## config.mk

```make
export PLATFORM = sky130hd
export DESIGN_NAME = text_overlay_flat
export DESIGN_NICKNAME = d
export VERILOG_FILES = /design/src/rtl/text_overlay_if.sv /design/src/rtl/text_overlay.sv /design/src/flat_wrapper.sv
export SDC_FILE = /design/constraint.sdc
export NUM_CORES = 1
export LEC_CHECK = 0
export ABC_AREA = 1
export CORE_MARGIN = 8
export CORE_UTILIZATION = 25
export CTS_CLUSTER_SIZE = 14
export DETAILED_ROUTE_END_ITERATION = 8
export PLACE_DENSITY = 0.48
export SYNTH_ARGS = -nofsm -noshare
export SYNTH_HDL_FRONTEND = slang
export SYNTH_SLANG_ARGS = --single-unit
export TNS_END_PERCENT = 20
```

## constraint.sdc

```tcl
create_clock -name clk -period 2.8 [get_ports clk]
set_input_delay 0.56 -clock clk [delete_from_list [all_inputs] [get_ports clk]]
set_output_delay 0.56 -clock clk [all_outputs]
set_load 0.01 [all_outputs]
```

## src/rtl/text_overlay_if.sv

```systemverilog
// text_overlay_if: pixel stream, glyph-buffer write port and pixel-on result of the overlay
interface text_overlay_if;
    logic [9:0] x;
    logic [9:0] y;
    logic       en;
    logic       frame_tick;
    logic       wr_en;
    logic [3:0] wr_addr;
    logic [4:0] wr_data;
    logic       overlay_active;
    modport master(output x, y, en, frame_tick, wr_en, wr_addr, wr_data, input overlay_active);
    modport slave(input x, y, en, frame_tick, wr_en, wr_addr, wr_data, output overlay_active);
endinterface

```

## src/rtl/text_overlay.sv

```systemverilog
// text_overlay: scaled 5x7 hex-glyph text renderer with per-slot blink and 2-cycle pixel latency
module text_overlay #(
    parameter int CHARS        = 4,
    parameter int X0           = 30,
    parameter int Y0           = 24,
    parameter int SCALE_LOG2   = 3,
    parameter int BLINK_FRAMES = 30
) (
    input logic          clk,
    input logic          rst_n,
    text_overlay_if.slave bus
);
    // Row 7 is the blank spacing row, so no separate row<7 test is needed
    localparam logic [4:0] FONT [16][8] = '{
        '{5'h0E, 5'h11, 5'h13, 5'h15, 5'h19, 5'h11, 5'h0E, 5'h00},
        '{5'h04, 5'h0C, 5'h04, 5'h04, 5'h04, 5'h04, 5'h0E, 5'h00},
        '{5'h0E, 5'h11, 5'h01, 5'h02, 5'h04, 5'h08, 5'h1F, 5'h00},
        '{5'h1F, 5'h02, 5'h04, 5'h02, 5'h01, 5'h11, 5'h0E, 5'h00},
        '{5'h02, 5'h06, 5'h0A, 5'h12, 5'h1F, 5'h02, 5'h02, 5'h00},
        '{5'h1F, 5'h10, 5'h1E, 5'h01, 5'h01, 5'h11, 5'h0E, 5'h00},
        '{5'h06, 5'h08, 5'h10, 5'h1E, 5'h11, 5'h11, 5'h0E, 5'h00},
        '{5'h1F, 5'h01, 5'h02, 5'h04, 5'h08, 5'h08, 5'h08, 5'h00},
        '{5'h0E, 5'h11, 5'h11, 5'h0E, 5'h11, 5'h11, 5'h0E, 5'h00},
        '{5'h0E, 5'h11, 5'h11, 5'h0F, 5'h01, 5'h02, 5'h0C, 5'h00},
        '{5'h0E, 5'h11, 5'h11, 5'h1F, 5'h11, 5'h11, 5'h11, 5'h00},
        '{5'h1E, 5'h11, 5'h11, 5'h1E, 5'h11, 5'h11, 5'h1E, 5'h00},
        '{5'h0E, 5'h11, 5'h10, 5'h10, 5'h10, 5'h11, 5'h0E, 5'h00},
        '{5'h1C, 5'h12, 5'h11, 5'h11, 5'h11, 5'h12, 5'h1C, 5'h00},
        '{5'h1F, 5'h10, 5'h10, 5'h1E, 5'h10, 5'h10, 5'h1F, 5'h00},
        '{5'h1F, 5'h10, 5'h10, 5'h1E, 5'h10, 5'h10, 5'h10, 5'h00}
    };
    localparam int FW = $clog2(BLINK_FRAMES + 1);

    logic [4:0]    slots [16];
    logic [FW-1:0] frame_cnt;
    logic          blink_phase;
    logic [9:0]    cx, cy;
    logic [10:0]   dxw, dyw;
    logic          in_region;
    logic [3:0]    k;
    logic [2:0]    col, row;
    logic          s1_hit, s1_phase;
    logic [2:0]    s1_col, s1_row;
    logic [4:0]    s1_slot;
    logic [5:0]    glyph;
    logic          active_q;

    assign bus.overlay_active = active_q;

    // Widened subtraction: a negative offset (left of/above the region) sets bit 10
    always_comb begin
        cx        = bus.x >> SCALE_LOG2;
        cy        = bus.y >> SCALE_LOG2;
        dxw       = 11'(cx) - 11'(X0);
        dyw       = 11'(cy) - 11'(Y0);
        in_region = bus.en && !dxw[10] && dxw[9:0] < 10'(6 * CHARS) && !dyw[10] && dyw[9:0] < 10'd8;
        k         = 4'(dxw[9:0] / 10'd6);
        col       = 3'(dxw[9:0] % 10'd6);
        row       = dyw[2:0];
        glyph     = {FONT[s1_slot[3:0]][s1_row], 1'b0};
    end

    // Slots at or above CHARS are never written and never read inside the region
    always_ff @(posedge clk or negedge rst_n) begin
        if (!rst_n) begin
            for (int i = 0; i < 16; i++) slots[i] <= '0;
        end else if (bus.wr_en && 5'(bus.wr_addr) < 5'(CHARS)) begin
            slots[bus.wr_addr] <= bus.wr_data;
        end
    end

    always_ff @(posedge clk or negedge rst_n) begin
        if (!rst_n) begin
            frame_cnt   <= '0;
            blink_phase <= 1'b0;
        end else if (bus.frame_tick) begin
            frame_cnt   <= frame_cnt == FW'(BLINK_FRAMES - 1) ? '0 : frame_cnt + 1'b1;
            blink_phase <= blink_phase ^ (frame_cnt == FW'(BLINK_FRAMES - 1));
        end
    end

    always_ff @(posedge clk or negedge rst_n) begin
        if (!rst_n) begin
            s1_hit   <= 1'b0;
            s1_phase <= 1'b0;
            s1_col   <= '0;
            s1_row   <= '0;
            s1_slot  <= '0;
            active_q <= 1'b0;
        end else begin
            s1_hit   <= in_region;
            s1_phase <= blink_phase;
            s1_col   <= col;
            s1_row   <= row;
            s1_slot  <= slots[k];
            active_q <= s1_hit && glyph[3'd5 - s1_col] && !(s1_slot[4] && s1_phase);
        end
    end
endmodule

```

## src/flat_wrapper.sv

```systemverilog
// flat-port wrapper written by rule: the top's interface ports become plain ports
module text_overlay_flat 
#(
    parameter int CHARS        = 4,
    parameter int X0           = 30,
    parameter int Y0           = 24,
    parameter int SCALE_LOG2   = 3,
    parameter int BLINK_FRAMES = 30
)
  (clk, rst_n, bus_x, bus_y, bus_en, bus_frame_tick, bus_wr_en, bus_wr_addr, bus_wr_data, bus_overlay_active);
  text_overlay_if bus_i ();
  input logic clk;
  input logic rst_n;
  input wire logic [$bits(bus_i.x)-1:0] bus_x;
  input wire logic [$bits(bus_i.y)-1:0] bus_y;
  input wire logic [$bits(bus_i.en)-1:0] bus_en;
  input wire logic [$bits(bus_i.frame_tick)-1:0] bus_frame_tick;
  input wire logic [$bits(bus_i.wr_en)-1:0] bus_wr_en;
  input wire logic [$bits(bus_i.wr_addr)-1:0] bus_wr_addr;
  input wire logic [$bits(bus_i.wr_data)-1:0] bus_wr_data;
  output wire logic [$bits(bus_i.overlay_active)-1:0] bus_overlay_active;
  assign bus_i.x = bus_x;
  assign bus_i.y = bus_y;
  assign bus_i.en = bus_en;
  assign bus_i.frame_tick = bus_frame_tick;
  assign bus_i.wr_en = bus_wr_en;
  assign bus_i.wr_addr = bus_wr_addr;
  assign bus_i.wr_data = bus_wr_data;
  assign bus_overlay_active = bus_i.overlay_active;
  text_overlay #(.CHARS(CHARS), .X0(X0), .Y0(Y0), .SCALE_LOG2(SCALE_LOG2), .BLINK_FRAMES(BLINK_FRAMES)) u_core (.clk(clk), .rst_n(rst_n), .bus(bus_i));
endmodule
```

# --- After elaboration in Yosys (flattened, before gate mapping) ---
# Memories as Yosys holds them, arrays and structs flattened.
# Index checks and enable logic that the tools add are counted.
op_classes:
  n_eq_ne: 1
  n_reduce_logical: 12
  n_lt_le_gt_ge: 9
  addsub: 4
  n_div: 2
  n_bitwise: 5
  mux: 14
op_table:
  columns: ["op", "count"]
  rows:
  - ["$bwmux W80", 1]
  - ["$mux W40", 2]
  - ["$mux W5", 6]
  - ["$bmux W5 S4", 1]
  - ["$demux W5 S4", 1]
  - ["$sub A7 B5 Y8 const B", 2]
  - ["$bmux W5 S3", 1]
  - ["$ge A5 B5 Y1 const B", 3]
  - ["$not A4 Y5", 3]
  - ["$div A10 B3 Y10 const B", 1]
  - ["$lt A10 B4 Y1 const B", 1]
  - ["$lt A10 B5 Y1 const B", 1]
  - ["$mod A10 B3 Y10 const B", 1]
  - ["$logic_and A1 B1 Y1", 9]
  - ["$add A5 B1 Y5 const B", 1]
  - ["$eq A5 B5 Y1 const B", 1]
  - ["$lt A5 B1 Y1 const B", 1]
  - ["$ge A4 B4 Y1 const B", 1]
  - ["$lt A3 B4 Y1 const B", 1]
  - ["$lt A4 B3 Y1 const B", 1]
  - ["$not A3 Y4", 1]
  - ["$bmux W1 S3", 1]
  - ["$logic_not A1 Y1", 3]
  - ["$sub A3 B3 Y3 const A", 1]
  - ["2 further kinds", 2]
totals:
  memories: 1
  register_bits: 100
  romBits: 640
  inputBits: 34
memory_table:
  columns: ["memory", "words", "word_bits", "read_ports", "rd_ports_with_merged_regs", "write_ports", "line_no", "source"]
  rows:
  - ["(name not given)", 16, 40, 1, 0, 0, "text_overlay.sv:60", "glyph = {FONT[s1_slot[3:0]][s1_row], 1'b0};"]

# --- Depth between registers and ports, before layout ---
logic_depth:
  ltp_word: 11
  mapped_depth: 38
  ltp_nobuf: 37

# --- Worst setup path after synthesis ---
# No wires, ideal clock.
synth_timing:
  kind: "input to register"
  start: "in bus_x[4]"
  end: "reg u_core.s1_slot[1]"
  setup_slack_ns: -1.372
  arrival_ns: 4.054
  path_stages: 31
  setup_time_ns: 0.117
  path_buffers: 1
  cell_sequence: "ha_1 > nand3_1 > nand2_1 > nor2_1 > ha_1 > inv_1 > nor2_2 > nand3_1 > nand2_4 > nand4_4 > nand2_2 > nand3_2 > nand2_1 > nand2_1 > a21oi_4 > nand4_4 > nand3_1 > nand3_2 > nor2_4 > inv_2 > nand3_1 > nand2_1 > nor2_2 > nand3_4 > buf_6 > nand2_1 > nand2_1 > nand2_1 > nand3_1 > nand3_1 > nand2_1"
synth_via:
  elab_chain_cells: 6
synth_rtl:
  columns: ["element", "line_no", "source"]
  rows:
  - ["from (decl)", "flat_wrapper.sv:14", "input wire logic [$bits(bus_i.x)-1:0] bus_x;"]
  - ["$sub A7 B5 Y8", "text_overlay.sv:54", "dxw = 11'(cx) - 11'(X0);"]
  - ["$div A10 B3 Y10", "text_overlay.sv:57", "k = 4'(dxw[9:0] / 10'd6);"]
  - ["$not A4 Y5 (not written as such)", "text_overlay.sv:95", "s1_slot <= slots[k];"]
  - ["$bmux W5 S4", "text_overlay.sv:95", null]
  - ["$mux W5 (not written as such) (2 in series)", "text_overlay.sv:95", null]
  - ["to (signal assigned)", "text_overlay.sv:95", null]
  - ["to (decl)", "text_overlay.sv:44", "logic [4:0] s1_slot;"]
# Every way passes these cells. The select of a mux whose other input is x is not followed.
# A chain may end at the register's enable or synchronous reset.

# --- Worst setup path after layout ---
layout_timing:
  start: "in bus_x[4]"
  end: "reg u_core.s1_slot[0]"
# The elaborated chain is that of the path after synthesis.

==> results.md <==
## Setup path
- **worst stage delay on the critical path** 0.27 ns
- **Slowest-stage cell, CP** dlygate4sd2_1
- **Critical Path AT** 4.41 ns
- **cell repeated most along the worst path** nand2_1
- **Setup crit start kind** primary input
- **CP Class** primary input to flip-flop
- **Buffers & Inverters on Critical Path** 6
- **worst path required time** 3.05 ns
- **top cell family by delay on the critical path** simple AND/OR/NAND/NOR gates
- **CP max FO** 8
- **Crit. End Element** flip-flop

## Die
- **core footprint** 24,100 um^2
- **die height** 172 um
- **Starting Density** 25.2%
- **floorplan die area** 29,600 um^2
- **Chip Width** 172 um
- **number of primary I/O pins** 35
- **standard-cell rows** 57

## Min path
- **worst min-delay path category** primary input to async pin

## Routing
- **DRC marker count from the first detailed-route iteration** 333
- **total vias in the final route** 5,151
- **routed via count divided by cell count** 4.35
- **number of optimization iterations in the first detailed-route pass** 5
- **drt total wl** 14,900 um
- **antenna-violating nets left** 0
- **remaining routing DRC violations** 0
- **average wire per standard cell** 12.6 um

## Status
- **violated checks** negative setup slack
- **result of the run** finished with violations

## Power
- **NetSw** 2.40 mW
- **net switching fraction of the power** 41.6%
- **Pint** 3.37 mW
- **power share of the sequential group** 30.6%
- **Power Dens Cells** 751 nW/um^2
- **leakage** 3.80 nW
- **Total Power** 5.76 mW
- **highest ir drop seen on vdd** 0.301 mV
- **proportion of power drawn by combinational gates** 47.0%
- **clock share of power** 22.4%

## Timing
- **Setup WS post-layout** -1.35 ns
- **clk_skew** 0.0135 ns
- **final-report setup violation count** 7
- **Final Cycle Share** 148%
- **setup repair after global routing missed its margin** yes
- **Slew Limit Fails** 0
- **final count of hold timing violations** 0
- **post-layout min period** 4.15 ns
- **f_max** 241 MHz

## Finish
- **count of nets after finishing** 908
- **antenna cell count** 0
- **area growth from synthesis to final layout** 26.3%
- **proportion of layout cells with a drive suffix above 1** 21.2%

## Placement
- **minimum setup slack after placement** -1.97 ns
- **DP Wirelength** 10,400 um
- **number of input and output port buffers inserted** 28
- **RePlAce Congestion** 0.896

## Global routing
- **total gr overflow** 0
- **maximum number of pins on one net before global-route repair** 70
- **first-pass GRT wire length** 25,000 um
- **antenna violations before repair** 0
- **vias in the first global route** 5,110
- **all-layer global routing usage** 10.3%

## Clock tree
- **clock latency at the later pin of the worst-skew pair** 0.36 ns
- **post-cts hold buffer count** 0
- **CTS tree** yes
- **buffers from clock root to sink, at most** 2
- **Num Clock Sinks** 100
- **clk root buf** clkbuf_16
- **clock slew seen by the registers of the worst setup and hold paths** 0.09 ns
- **CTS HTree Levels** 3
- **clock buffers created by TritonCTS** 9

## Logic synthesis
- **number of warnings printed during yosys synthesis** 0
- **synth unique cells** 48
- **#FFs+latches synth** 100
- **synthesized area per cell** 7.51 um^2
- **synthesized instance count** 809
- **Mapped Area** 6080 um^2
- **register area share after synthesis** 41.2%

## Job
- **number of max-cap violations** 0

layout by cell type (no fill, tap or decap), types with 15 or more instances in the layout:
master	n
clkdlybuf4s50_1	23
o21ai_0	43
a21oi_1	21
ha_1	18
nand3_2	15
dfrtp_1	100
nand2_2	16
inv_1	93
nand2_1	182
nand3_1	110
buf_4	84
nor2_1	25
sequential cells by signal, summed over array words and instances (netlist names):
name                       count
u_core.blink_phase             1
u_core.bus.overlay_active      1
u_core.frame_cnt               5
u_core.s1_col                  3
u_core.s1_hit                  1
u_core.s1_phase                1
u_core.s1_row                  3
u_core.s1_slot                 5
u_core.slots                  80
final cells by class:
type	count	area, um^2
fillers	2607	16400
repair buffers	119	1070
clock inverters	7	91.3
flip-flops and latches	100	2500
clock buffers	9	225
well taps	324	405
inverters	102	383
multi-input cells	522	3000
worst paths after layout:
path | from | to | slack (ns) | cells after the start
worst min-delay path | rst_n | u_core.slots[71] | 0.12 | 1
worst max-delay path | bus_x[4] | u_core.s1_slot[0] | -1.35 | 34
min in group clk | u_core.slots[41] | u_core.slots[41] | 0.38 | 0
worst max register to register | u_core.s1_slot[0] | u_core.bus.overlay_active | 0.38 | 13
max in group asynchronous | rst_n | u_core.s1_col[0] | 1.96 | 2
worst min register to register | u_core.slots[41] | u_core.slots[41] | 0.38 | 0
power by group through the flow:
stage	logic (mW)	registers (mW)	clock network [mW]
floorplan	1.65	1.72	0
global placement	2.46	1.80	0
detailed placement	2.42	1.79	0
CTS	2.66	1.76	1.34
global route	3.02	1.78	1.39
finish	2.71	1.76	1.29
worst register-to-register path: stages, from the launching register on:
cell      delay (ns)
dfrtp_1         0.56
inv_1           0.16
ha_1            0.37
inv_1           0.09
nor2_1          0.06
nand2_1         0.10
o211ai_1        0.11
o21ai_0         0.10
o21ai_0         0.10
nand3_1         0.08
o21ai_0         0.11
a21oi_1         0.15
nand2_1         0.06
a221oi_1        0.27
per-layer routing:
layer	vias up	GRT usage, %	part of all wire (%)
li1	2660	-	-
met1	2383	13.6	47
met2	84	17.0	48
met3	24	1.71	2.8
met4	0	3.37	1.9
met5	-	0	0
Yosys cell counts, drive strengths merged:
library cell  number  area share (%)
conb               2            0.12
o221ai             2            0.29
nor3b              2            0.25
ha                20             4.1
a31o               2            0.29
and2               1            0.10
nor4               1            0.10
nor2              34             2.4
a21oi             22             2.0
o311ai             1            0.14
o211ai             9             1.2
dfrtp            100              41
nand3b             2            0.45
o21bai             1            0.12
o21ai             46             3.8
a21boi             1            0.12
inv              101             6.2
o21a               1            0.12
xnor2              1            0.27
a31oi              7            0.72
nor3               7            0.58
nand2            202              13
xor2               6            0.99
o22ai              1            0.10
nand4             15             2.2
clkinv             1           0.062
a221oi             3            0.43
nand3            130              12
buf               19             2.2
o31ai              1            0.12
or2                1            0.10
clkbuf            67             4.1
what timing repair did:
action,CTS,global route
gates cloned,2,0
pin swaps,18,11
setup buffers,12,2
setup endpoints to repair,7,7
gates resized for setup,23,12
logic make-up after synthesis:
logic type	count (synthesis)	synth area share [%]
AOI/OAI and AO/OA	97	9.45
xor gates and xnor gates	7	1.26
adders and majority gates	20	4.12
buffers and inverters	188	12.7
DFF	100	41.2
other	2	0.124
and+or+nand+nor	395	31.2
metrics by stage:
| stage | hold WS, ns | utilization, % | TNS (ns) | area (um^2) | std cells |
|---|---|---|---|---|---|
| final | 0.123 | 31.9 | -8.88 | 7680 | 1183 |
| after global routing | 0.144 | 31.9 | -10.96 | 7680 | 1183 |
| after CTS | 0.132 | 31.5 | -8.62 | 7600 | 1181 |
| after detailed placement | 0.366 | 29.3 | -13.35 | 7070 | 1151 |
| after global placement | 0.365 | 29.3 | -13.17 | 7070 | 1151 |
| after floorplan | 0.264 | - | -4.31 | 6140 | 810 |
Note: power is estimated with default switching activity, not from simulation.
